--- src/rtl/controller_core.sv ---
// controller_core: PC, IR and control FSM of a 16-bit processor.
// Ports: Clk/Rst (async active-high); Inst = ROM word for address PC_out;
// IR_out/OutState/NextState = debug; D_addr/D_wr = data memory;
// RF_s/RF_W_addr/RF_W_en/RF_Ra_addr/RF_Rb_addr = register file; Alu_s0 = ALU op.
module controller_core (
  input  logic        Clk,
  input  logic        Rst,
  input  logic [15:0] Inst,
  output logic [6:0]  PC_out,
  output logic [15:0] IR_out,
  output logic [3:0]  OutState,
  output logic [3:0]  NextState,
  output logic [7:0]  D_addr,
  output logic        D_wr,
  output logic        RF_s,
  output logic [3:0]  RF_W_addr,
  output logic        RF_W_en,
  output logic [3:0]  RF_Ra_addr,
  output logic [3:0]  RF_Rb_addr,
  output logic [2:0]  Alu_s0
);
  typedef enum logic [3:0] {
    S_INIT   = 4'd0,
    S_FETCH  = 4'd1,
    S_DECODE = 4'd2,
    S_NOP    = 4'd3,
    S_LOADA  = 4'd4,
    S_LOADB  = 4'd5,
    S_STORE  = 4'd6,
    S_ADD    = 4'd7,
    S_SUB    = 4'd8,
    S_HALT   = 4'd9
  } state_t;
  state_t      state_q, state_d;
  logic [6:0]  pc_q;
  logic [15:0] ir_q;
  logic        pc_clr, pc_up, ir_ld, is_load, is_alu;
  assign pc_clr  = state_q == S_INIT;
  assign pc_up   = state_q == S_FETCH;
  assign ir_ld   = state_q == S_FETCH;
  assign is_load = state_q == S_LOADA || state_q == S_LOADB;
  assign is_alu  = state_q == S_ADD || state_q == S_SUB;
  always_comb begin
    state_d = S_INIT;
    case (state_q)
      S_INIT:   state_d = S_FETCH;
      S_FETCH:  state_d = S_DECODE;
      S_DECODE:
        case (ir_q[15:12])
          4'd1:    state_d = S_LOADA;
          4'd2:    state_d = S_STORE;
          4'd3:    state_d = S_ADD;
          4'd4:    state_d = S_SUB;
          4'd5:    state_d = S_HALT;
          default: state_d = S_NOP;
        endcase
      S_LOADA:  state_d = S_LOADB;
      S_LOADB, S_NOP, S_STORE, S_ADD, S_SUB: state_d = S_FETCH;
      S_HALT:   state_d = S_HALT;
      default:  state_d = S_INIT;
    endcase
  end
  always_ff @(posedge Clk or posedge Rst) begin
    if (Rst) begin
      state_q <= S_INIT;
      pc_q    <= 7'd0;
      ir_q    <= 16'd0;
    end else begin
      state_q <= state_d;
      if (pc_clr) pc_q <= 7'd0;
      else if (pc_up) pc_q <= pc_q + 7'd1;
      if (ir_ld) ir_q <= Inst;
    end
  end
  assign PC_out     = pc_q;
  assign IR_out     = ir_q;
  assign OutState   = state_q;
  assign NextState  = state_d;
  // Outputs decode from the state register, so an async reset clears them at once
  assign D_addr     = (is_load || state_q == S_STORE) ? ir_q[11:4] : 8'd0;
  assign D_wr       = state_q == S_STORE;
  assign RF_s       = is_load;
  assign RF_W_addr  = (is_load || is_alu) ? ir_q[3:0] : 4'd0;
  assign RF_W_en    = state_q == S_LOADB || is_alu;
  assign RF_Ra_addr = state_q == S_STORE ? ir_q[3:0] : is_alu ? ir_q[11:8] : 4'd0;
  assign RF_Rb_addr = is_alu ? ir_q[7:4] : 4'd0;
  assign Alu_s0     = state_q == S_ADD ? 3'b001 : state_q == S_SUB ? 3'b010 : 3'b000;
endmodule

--- config.mk ---
export PLATFORM = sky130hd
export DESIGN_NAME = controller_core
export DESIGN_NICKNAME = d
export VERILOG_FILES = /design/src/rtl/controller_core.sv
export SDC_FILE = /design/constraint.sdc
export NUM_CORES = 1
export LEC_CHECK = 0
export ABC_AREA = 1
export CAP_MARGIN = 20
export CORE_MARGIN = 5
export CORE_UTILIZATION = 40
export CTS_BUF_LIST = sky130_fd_sc_hd__clkbuf_8
export DETAILED_ROUTE_END_ITERATION = 10
export PLACE_DENSITY = 0.86
export SLEW_MARGIN = 20
export SYNTH_ARGS = -nofsm -noshare
export SYNTH_HDL_FRONTEND = slang
export SYNTH_SLANG_ARGS = --single-unit
--- constraint.sdc ---
create_clock -name Clk -period 2.4 [get_ports Clk]
set_input_delay 0.36 -clock Clk [delete_from_list [all_inputs] [get_ports Clk]]
set_output_delay 0.36 -clock Clk [all_outputs]
set_load 0.02 [all_outputs]
==> key figures <==
Status
  – Status: finished, final reports clean

Synth
  – Commonest cells post-synth: 50 x nand2_1, 28 x inv_1, 27 x dfrtp_1
  – Synth Flop Type: dfrtp_1
  – Net count after synthesis: 210
  – Cell with the most instances after synthesis: nand2_1
  – Post-synth EDFFs: 0
  – Synth warn: 0
  – Netlist cell types: 18
  – Synth Instances: around 190
  – Share of the yosys chip area belonging to registers: approximately 47%
  – Mean Syn Cell Area: approximately 7.5 sq um
  – Post-synth top area share: 47.24%
  – Mapped cell area: about 1400 sq um
  – Synth top area cells: dfrtp_1 47%, nand2_1 13%, o21ai_0 8.4%
  – Share of synthesized registers carrying an async set or reset: 100.0%
  – Synth area leader: dfrtp_1
  – #FFs+latches synth: 27

Clock network
  – Buffer count from post-CTS setup fixing: 0
  – CTS Buffer Depth: 2
  – CTS tree: built
  – H-tree levels: 1
  – TritonCTS Buffers: 3
  – Sink Count: 27
  – Insertion delay to the later sink of the worst-skew pair: 270 ps
  – Hold_buf cts: 0
  – Root Buffer: clkbuf_8
  – Post-CTS Resized: 4
  – Clk slew on worst S/H paths: ~90 ps

Hold path
  – Worst Hold Class: primary input to async pin

Global route
  – Number of global-route vias before repair: 1436
  – Met2 global-route usage: between 20 and 30%
  – Most Crowded Layer GR: met2
  – Met3 Usage GRT: 4.493%
  – Initial antenna violation count: 0
  – Met1 Use GR: between 10% and 20%
  – Largest net degree at the start of global routing: 35
  – Total grt overflow: 0
  – First-pass GRT wire length: 6679 um
  – Total GRT Usage: between 10% and 20%

STA
  – Layout Skew: 3.622 ps
  – Final Hold Fails: 0
  – RSZ-0062 raised after global routing: false
  – Period minus WS final: 2331 ps
  – Setup TNS: 0 ps
  – Crit share post-route: a little over nine tenths
  – Fmax: between 0.4 and 0.5 GHz
  – Fin. max-slew vios: 0
  – Hold_ws: about 450 ps
  – # setup viols final: 0

Job
  – Max cap viols: 0

Pwr
  – Gate power share: between 60% and 70%
  – Sequential share of power: between 20% and 30%
  – Power share of the clock group: 8.9%
  – P_sw: between 0.001 and 0.0015 W
  – Leak: approximately 1.5 nW
  – Power density over the cells: about 1200 nW/um^2
  – Internal power: 0.001480 W
  – IR drop worst, VDD: 0.8104 mV
  – Sw Ratio: around half

Layout
  – Nets: about 290
  – Ant diodes: 0
  – Final instance area: around 2300 sq um
  – Synth-to-layout area growth: 62.99%
  – Fillers: between 200 and 300
  – Ratio of cells with drive above 1 in the final layout: 8.240%

Routing
  – DR WL/cell: 13.35 um
  – DRC: 0
  – First-pass iteration count of the detailed router: 4
  – Vias: about 1.5k
  – Iteration-0 DRC count of the detailed router: between 50 and 60
  – Vias per inst: around 4.8
  – Drt total wl: roughly 4200 um
  – Remaining antenna violation count: 0

Setup path
  – Depth of the most critical reg-to-reg path: 6
  – CP Capture Type: output pin
  – Worst R2R End: PC_out[3]$_DFFE_PP0P_
  – Critical-path top delay cell: clkdlybuf4s50_1
  – WP data arrival: 1970 ps
  – Crit-path most repeated cell: inv_1
  – Critical path's largest stage delay: around 590 ps
  – FF-to-FF Start: OutState[1]$_DFF_PP0_
  – Type of element launching the critical path: flop
  – Max Fanout on Critical Path: 5
  – Worst Path Required: just over 2000 ps
  – CP cell instances: inv_1, nor2_2, nand3_1, buf_4, inv_1, clkdlybuf4s50_1
  – Worst R2R Setup Slack: just under 900 ps
  – Crit Path Category: flop to output pin

Placement
  – DP HPWL: between 3000 and 4000 um
  – Routability cong.: roughly 0.82
  – DP Area: ~2200 sq um
  – I/O Buffers: 73

Floorplan
  – Starting Density: between 40% and 50%
  – Die area: about 4900 sq um
  – Core area: roughly 3400 sq um
  – FP Rows: 21
  – Die Ht: between 60 and 70 um
  – Total I/O pin count: 75
  – Width of the die: about 70 um
[cell usage in the layout (no fill, tap or decap), types with 4 or more instances in the layout]
| cell type | netlist | layout |
|---|---|---|
| a21oi_1 | 5 | 5 |
| buf_4 | 1 | 5 |
| clkdlybuf4s50_1 | 0 | 48 |
| dfrtp_1 | 27 | 26 |
| dlymetal6s2s_1 | 0 | 25 |
| inv_1 | 28 | 29 |
| inv_2 | 5 | 5 |
| nand2_1 | 50 | 50 |
| nand3_1 | 11 | 8 |
| nand4_1 | 5 | 5 |
| nor2_1 | 19 | 18 |
| o21ai_0 | 24 | 24 |
| o21ai_1 | 4 | 4 |
[logic make-up after synthesis]
group,after synthesis,share of synthesized area [%]
and+or+nand+nor,89,26.86
AOI/OAI and AO/OA,33,11.55
buffers and inverters,39,12.60
other,1,0.2622
adders and majority gates,1,0.8748
DFF,27,47.24
xor gates and xnor gates,1,0.6125
[final cells by class]
cell class	count	area, sq um	area share [%]
Timing Repair Buffer	78	830.8	35.64
Inverter	33	123.9	5.314
Clock inverter	1	3.754	0.1610
Sequential cell	27	676.9	29.04
Clock buffer	3	41.29	1.771
Tap cell	46	57.56	2.469
Multi-Input combinational cell	125	596.8	25.60
[how the worst max path moves through the flow]
stage	startpoint	to	cells past startpoint
CTS	OutState[1]$_DFF_PP0_	RF_Ra_addr[1]	6
detailed placement	OutState[2]$_DFF_PP0_	D_addr[1]	7
floorplan	OutState[3]$_DFF_PP0_	D_addr[0]	6
finish	OutState[0]$_DFF_PP0_	Alu_s0[0]	6
global placement	OutState[2]$_DFF_PP0_	D_addr[1]	7
global route	OutState[0]$_DFF_PP0_	Alu_s0[0]	6
[state kept, by name, summed over array words and instances (netlist names)]
register / cells
PC_out: 7
IR_out: 16
OutState: 4
[per-stage QoR]
step / total power [W] / setup slack, ps / cells / util, %
after floorplan: 0.001889 / 573.3 / 191 / -
after global placement: 0.002558 / 168.0 / 309 / 64.89
after detailed placement: 0.002602 / 127.3 / 309 / 64.89
after CTS: 0.002872 / 7.018 / 313 / 66.63
after global routing: 0.003060 / 4.744 / 313 / 68.77
final: 0.002851 / 69.29 / 313 / 68.77
[worst max-delay path: cells and delay by family, from the launching register on]
kind	cells	cell delay, ps
buffers and inverters	4	960
flip-flops	1	420
AND/OR/NAND/NOR	2	310
[power by group through the flow]
stage / Sequential [W] / Combinational (W) / Clock (W)
2_1_floorplan: 0.00103 / 0.000854 / 0
3_3_place_gp: 0.000837 / 0.00172 / 0
3_5_place_dp: 0.000849 / 0.00175 / 0
4_1_cts: 0.000844 / 0.00177 / 0.000258
5_1_grt: 0.000883 / 0.00190 / 0.000276
6_report: 0.000848 / 0.00175 / 0.000254
[layer usage]
layer,vias to the layer above,share of wire [%],wire (um)
li1,745,-,-
met1,697,42,1740
met2,57,50,2087
met3,6,6.4,268
met4,0,2.0,82
met5,-,0,0
Note: power is estimated with default switching activity, not from simulation.
